<file path="src/rtl/issue_scoreboard.sv">
// In-order issue scoreboard: tracks destination registers of in-flight
// instructions and raises a RAW stall for the instruction in decode.
module issue_scoreboard #(
    parameter int DEPTH = 4,
    localparam int CNT_W = $clog2(DEPTH + 1)
) (
    input  logic             clk,
    input  logic             rst,
    input  logic             issue_valid_in,
    input  logic             issue_writes_rd_in,
    input  logic [4:0]       issue_rd_address_in,
    input  logic [4:0]       rs1_address_in,
    input  logic [4:0]       rs2_address_in,
    input  logic             retire_valid_in,
    input  logic [4:0]       retire_rd_address_in,
    input  logic             flush_in,
    output logic             issue_accept_out,
    output logic             stall_out,
    output logic             rs1_busy_out,
    output logic             rs2_busy_out,
    output logic             full_out,
    output logic             empty_out,
    output logic [CNT_W-1:0] inflight_count_out,
    output logic             order_error_out
);

    localparam int PTR_W = (DEPTH > 1) ? $clog2(DEPTH) : 1;

    typedef logic [PTR_W-1:0] ptr_t;
    typedef logic [CNT_W-1:0] cnt_t;

    logic [4:0] rd_q [DEPTH];
    logic [4:0] rd_d [DEPTH];
    ptr_t       head_q, head_d;
    ptr_t       tail_q, tail_d;
    cnt_t       count_q, count_d;
    cnt_t       pending_q [1:31];
    cnt_t       pending_d [1:31];
    logic       order_err_q, order_err_d;

    logic        full;
    logic        empty;
    logic [31:0] pend_nz;
    logic [4:0]  issue_rd;
    logic [4:0]  head_rd;
    logic        accept;
    logic        pop;
    logic        stall;

    function automatic ptr_t ptr_inc(input ptr_t p);
        ptr_inc = (p == ptr_t'(DEPTH - 1)) ? '0 : p + 1'b1;
    endfunction

    assign full     = (count_q == cnt_t'(DEPTH));
    assign empty    = (count_q == '0);
    assign issue_rd = issue_writes_rd_in ? issue_rd_address_in : 5'd0;
    assign head_rd  = rd_q[head_q];

    // x0 is never tracked, so bit 0 of the busy vector stays low.
    always_comb begin
        pend_nz = '0;
        for (int i = 1; i < 32; i++) begin
            pend_nz[i] = |pending_q[i];
        end
    end

    assign rs1_busy_out = pend_nz[rs1_address_in];
    assign rs2_busy_out = pend_nz[rs2_address_in];

    assign stall  = issue_valid_in
                  && (full || rs1_busy_out || rs2_busy_out);
    assign accept = issue_valid_in && !stall && !flush_in;
    assign pop    = retire_valid_in && !empty && !flush_in;

    assign stall_out          = stall;
    assign issue_accept_out   = accept;
    assign full_out           = full;
    assign empty_out          = empty;
    assign inflight_count_out = count_q;
    assign order_error_out    = order_err_q;

    always_comb begin
        rd_d        = rd_q;
        head_d      = head_q;
        tail_d      = tail_q;
        count_d     = count_q;
        pending_d   = pending_q;
        order_err_d = order_err_q;

        if (flush_in) begin
            head_d  = tail_q;
            count_d = '0;
            for (int i = 1; i < 32; i++) begin
                pending_d[i] = '0;
            end
        end else begin
            if (accept) begin
                rd_d[tail_q] = issue_rd;
                tail_d       = ptr_inc(tail_q);
            end
            if (pop) begin
                head_d = ptr_inc(head_q);
            end

            unique case ({accept, pop})
                2'b10:   count_d = count_q + 1'b1;
                2'b01:   count_d = count_q - 1'b1;
                default: count_d = count_q;
            endcase

            // Same-rd issue and retire cancel out in the counter.
            for (int i = 1; i < 32; i++) begin
                unique case ({accept && (issue_rd == i[4:0]),
                              pop && (head_rd == i[4:0])})
                    2'b10:   pending_d[i] = pending_q[i] + 1'b1;
                    2'b01:   pending_d[i] = pending_q[i] - 1'b1;
                    default: pending_d[i] = pending_q[i];
                endcase
            end

            if (retire_valid_in) begin
                if (empty || (retire_rd_address_in != head_rd)) begin
                    order_err_d = 1'b1;
                end
            end
        end
    end

    always_ff @(posedge clk) begin
        if (rst) begin
            for (int i = 0; i < DEPTH; i++) begin
                rd_q[i] <= '0;
            end
            head_q  <= '0;
            tail_q  <= '0;
            count_q <= '0;
            for (int i = 1; i < 32; i++) begin
                pending_q[i] <= '0;
            end
            order_err_q <= 1'b0;
        end else begin
            rd_q        <= rd_d;
            head_q      <= head_d;
            tail_q      <= tail_d;
            count_q     <= count_d;
            pending_q   <= pending_d;
            order_err_q <= order_err_d;
        end
    end

endmodule
</file>
<file path="config.mk">
export PLATFORM = sky130hd
export DESIGN_NAME = issue_scoreboard
export DESIGN_NICKNAME = d
export VERILOG_FILES = /design/src/rtl/issue_scoreboard.sv
export SDC_FILE = /design/constraint.sdc
export NUM_CORES = 1
export LEC_CHECK = 0
export CAP_MARGIN = 20
export CORE_MARGIN = 2
export CORE_UTILIZATION = 45
export DETAILED_ROUTE_END_ITERATION = 8
export GPL_ROUTABILITY_DRIVEN = 0
export MAX_ROUTING_LAYER = met4
export PLACE_DENSITY = 0.6
export REMOVE_ABC_BUFFERS = 1
export SYNTH_ARGS = -nofsm -noshare
export SYNTH_HDL_FRONTEND = slang
export SYNTH_SLANG_ARGS = --single-unit
</file>
<file path="constraint.sdc">
create_clock -name clk -period 4.3 [get_ports clk]
set_clock_uncertainty 0.15 [all_clocks]
set_input_delay 0.43 -clock clk [delete_from_list [all_inputs] [get_ports clk]]
set_output_delay 0.43 -clock clk [all_outputs]
set_load 0.02 [all_outputs]
</file>
**After elaboration in Yosys (flattened, before gate mapping)**

Cells that the tools add are included.

- Eq/ne operators: 130
- Multiplexer cells: 47
- $add $sub $neg: 66
- Bitwise operators: 3
- $lt $le $gt $ge: 5
- Reduce and logical (&&, ||, !) cells: 142

Operator list:

| cell | count |
|---|---|
| one-hot mux 3 bit (2 select lines) | 32 |
| equality test 5 bit (second input constant) | 32 |
| adder 3 x 1 -> 3 bit (second input constant) | 32 |
| subtractor 3 x 1 -> 3 bit (second input constant) | 32 |
| OR reduction 3 bit | 31 |
| equality test 5 x 4 -> 1 bit (second input constant) | 16 |
| equality test 2 bit (second input constant) | 34 |
| logical AND 1 bit | 68 |
| nonzero test 2 bit | 33 |
| equality test 2 x 1 -> 1 bit (second input constant) | 32 |
| equality test 5 x 3 -> 1 bit (second input constant) | 8 |
| bitwise mux 20 bit | 1 |
| equality test 5 x 2 -> 1 bit (second input constant) | 4 |
| two-way mux 5 bit | 4 |
| < comparator 5 x 6 -> 1 bit (second input constant) | 2 |
| binary-select mux 1 bit (select 5 bit) | 2 |
| binary-select mux 5 bit (select 2 bit) | 1 |
| demux 5 bit (select 2 bit) | 1 |
| equality test 5 x 1 -> 1 bit (second input constant) | 2 |
| two-way mux 2 bit | 4 |
| greater-or-equal comparator 3 bit (second input constant) | 2 |
| NOT 2 -> 3 bit | 2 |
| != test 5 bit | 1 |
| adder 2 x 1 -> 2 bit (second input constant) | 2 |
| other kinds (10) | 15 |

- Flip-flop bits (word level): 121
- Input bits: 26
- Word-level logic and storage cells: 432
- Output and inout bits: 10

**Logic depth before layout (Yosys ltp)**

- Word-level depth: 12
- Mapped depth: 17
- Gate-level depth less buffers: 13

**Worst setup path after synthesis**

OpenSTA, ideal clock, no wires.

- Path type: input -> register
- Start: in rs1_address_in[1]
- End: reg pending_q[44] in the netlist's numbering
- Stages: 14
- Slack: 810 ps
- Data required time: 4,080 ps
- Buffers on the path: 2
- Setup time: 70 ps
- Arrival: 3,269 ps
- Path through: inv_2 > mux4_2 > a211oi_1 > nor3_4 > and3_1 > buf_6 > buf_6 > nand4_1 > ha_1 > inv_1 > fa_1 > xor2_1 > or3_1 > a21oi_1

- Cells in the longest elaborated chain, start to end: 11
- Elaborated cells between the ends (all ways): 13
- Classes of those cells: eq/ne: 2; mux: 3; reduce/logical: 8

RTL lines:

| what | line | RTL |
|---|---|---|
| from (decl) | 12 | `input logic [4:0] rs1_address_in,` |
| binary-select mux 1 bit (select 5 bit) * | 67 | `assign rs1_busy_out = pend_nz[rs1_address_in];` |
| two-way mux 1 bit (not written as such) * | 67 |  |
| logical OR 1 bit * (2 in a row) | 71 | `&& (full \|\| rs1_busy_out \|\| rs2_busy_out);` |
| logical AND 1 bit * | 71 |  |
| zero test 1 bit * | 72 | `assign accept = issue_valid_in && !stall && !flush_in;` |
| logical AND 1 bit * (2 in a row) | 72 |  |
| logical AND 1 bit * | 113 | `unique case ({accept && (issue_rd == i[4:0]),` |
| equality test 2 x 1 -> 1 bit / equality test 2 bit (equally long branches) | 113 |  |
| one-hot mux 3 bit (2 select lines) / nonzero test 2 bit (equally long branches) | -- |  |
| to (signal assigned) | 146 | `pending_q <= pending_d;` |
| to (decl) | 37 | `cnt_t pending_q [1:31];` |

Mark *: on every way between the ends. The rest lies on a longest branch, timed or not. The select of a mux whose other input is x is not followed.
A chain may end at the register's enable or synchronous reset.

**Worst setup path in the final report**

- Start: in rs1_address_in[0]
- End: out issue_accept_out

- Cells in the longest elaborated chain, start to end: 8

RTL lines:

| what | line | RTL |
|---|---|---|
| binary-select mux 1 bit (select 5 bit) | 67 |  |
| two-way mux 1 bit (not written as such) | 67 |  |
| logical OR 1 bit (2 in a row) | 71 |  |
| logical AND 1 bit | 71 |  |
| zero test 1 bit | 72 |  |
| logical AND 1 bit (2 in a row) | 72 |  |
| to (decl) | 17 | `output logic issue_accept_out,` |

Every way passes these cells. The select of a mux whose other input is x is not followed.

==> results.ini <==
[run]
max_cap_viol_count = 0

[pwr]
power_density_nw_per_um2 = 320.9
ir_worst_vdd_uv = 285.8
power.leakage_uw = 0.002861
power.total_uw = 2842

[synth]
synth.area.top_cells = dfxtp_1 (32%), fa_1 (8.4%), xor2_1 (7.8%)
yosysWarnings = 0
syn_area_um2 = 7659
yosys.cell_count.top_type = nor2_1
syn_avg_cell_area_um2 = 8.416
synth_cells = 910
synth.largest_area_cell = dfxtp_1
synth_flop_cell = dfxtp_1
ys_ff_latch = 121
synth_seq_area_share = 0.3163
synth.distinct_cells = 49
synth_edf_count = 0
synthTopCellsByCount = nor2_1 (139), dfxtp_1 (121), inv_1 (107)
ys_async_sr_fraction = 0
post-synth-top-area-fraction = 0.3163

[setup_path]
worstSetupPathType = primary input to output pin
end_kind = output pin
regToRegStartpoint = pending_q[27]
crit_required_ps = 3720
arrival_ps = 3410
start_kind = primary input
path_max_fanout = 17
crit_start = rs1_address_in[0]

[floorplan]
dieWidth_um = 134.5
fp.coreArea_um2 = 16580
ios = 36
initial_core_util = 0.4618
die_area_um2 = 18080
num_rows = 47
die_h_um = 134.5

[final_layout]
fin_nets = 1038
areaGrowthSynthToFinish_pct = 15.67
fin_area_um2 = 8859
drive_gt1_frac = 0.06702
fillers = 1584
diodes = 0

[global_routing]
grt_pass1_vias = 5851
grt_antenna_before_repair = 0
grt_pass1_wl_mm = 30.63
grt_overflow = 0
grt_max_degree = 53
grt_usage = 0.2245

[detailed_routing]
finalWirelength_mm = 18.81
final_antenna_net_count = 0
vias_per_cell = 5.344
wirelength_met1_mm = 9.122
met3_length_mm = 1.010
top_layer = met4
drc = 0
drt-wirelength-per-cell_um = 16.01
first_iter_violations = 501
dr.pass1.iters = 6
met2WireLength_mm = 8.253
vias = 6279

[timing]
clock.fmax_mhz = 250.4
rsz0062_at_grt = false
hold_viol_final = 0
worst_slew_pin_slew_ps = 915.2
maxSlewViolCount = 0
finalCritPeriodShare = 0.9287
setup-violations-final = 0
layout_min_cycle_time_ps = 3993
tns_ps = 0
holdWs_ps = 323.5
relSlewSlack = 0.3852

[hold_path]
min_path_type = flip-flop to flip-flop
hp-start = rd_q[8]

[clocking]
cts_tree = done
cts_made_buffers = 17
cts-root-buf = clkbuf_16
path_clk_slew_ps = 60
h-tree-depth = 4
postCtsSetupBuffers = 0
cts-hold-fix-buffers = 0
clock_sinks = 121
worstSkewPairLatency_ps = 420
clockBufferDepth = 2
cts-resized-gates = 0

[place]
placed_area_um2 = 8243
dp_hpwl_mm = 13.67
io_buffer_count = 35

[outcome]
status = finished clean

## worst max-delay path, stage by stage
cell	delay, ps
clkdlybuf4s50_1	560
buf_4	250
nor4_1	350
a211oi_1	110
nor3_1	170
and4bb_1	250
nor3_4	210
and3_1	190
buf_4	230
clkdlybuf4s50_1	650
## power by group
| part | switching (uW) | internal [uW] |
|---|---|---|
| clock network | 524 | 983 |
| registers | 5.89 | 1130 |
| logic | 120 | 82.6 |
## worst paths after layout
kind	cells after the start	slack, ps	to
setup / recovery	10	310	issue_accept_out
hold / removal	2	320	rd_q[8]
setup reg to reg	14	650	pending_q[41]
hold reg to reg	2	320	rd_q[8]
## sequential cells by signal, summed over array words and instances (netlist names)
register            count
tail_q                  2
rd_q                   20
pending_q              93
order_error_out         1
inflight_count_out      3
head_q                  2
## final cells by class
type | instances | area, um2 | share of cell area
Multi-Input combinational cell | 646 | 4659 | 0.5260
Inverter | 108 | 405.4 | 0.04576
Clock inverter | 7 | 113.9 | 0.01285
Sequential cell | 121 | 2422 | 0.2734
Tap cell | 220 | 275.3 | 0.03107
Timing Repair Buffer | 49 | 480.5 | 0.05424
Clock buffer | 24 | 501.7 | 0.05664
## per-layer routing
metal	vias up	GRT usage
met3	37	0.03529
met4	0	0.08421
met1	2944	0.3129
met5	-	-
li1	3119	-
met2	179	0.3296
## stage by stage
stage / cells / setup slack (ps) / utilization
final: 1175 / 306.6 / 0.5342
after global routing: 1175 / 127.5 / 0.5342
after global placement: 1144 / 169.2 / 0.4971
after floorplan: 875 / 453.9 / -
after CTS: 1175 / 330.6 / 0.5342
after detailed placement: 1144 / 77.45 / 0.4971
## logic make-up after synthesis
family,after synthesis,share of synthesized area
adder cells (fa/ha/maj),69,0.1441
flip-flops,121,0.3163
multiplexers,35,0.06225
buffers and inverters,143,0.07564
AO/OA/AOI/OAI,132,0.09459
AND/OR/NAND/NOR,341,0.2282
XOR/XNOR,69,0.07891
## cells in the final DEF, fill, tap and decap left out, types with 2 or more instances in the layout
master           instances
nand2_1                 16
clkinv_2                 3
buf_12                   2
nor4_1                  15
xor2_1                  68
nand4_1                 12
clkbuf_8                 5
or3_1                   37
fa_1                    32
dfxtp_1                121
and3_1                   7
nand4_2                  3
nor2b_1                  8
or2_2                    3
clkdlybuf4s50_1         35
bufinv_16                3
mux4_2                  10
a211oi_1                10
a21oi_1                 74
inv_1                  107
o21ai_0                 36
nor4b_1                  3
ha_1                    37
clkbuf_16               17
clkbuf_1                 2
nand3_1                 26
nand4b_1                 2
nand2b_1                32
nor3_1                  27
mux2i_1                 24
nand3b_1                 3
and2_1                   3
buf_4                   12
o22ai_1                  2
nor2_1                 139
Note: power is estimated with default switching activity, not from simulation.
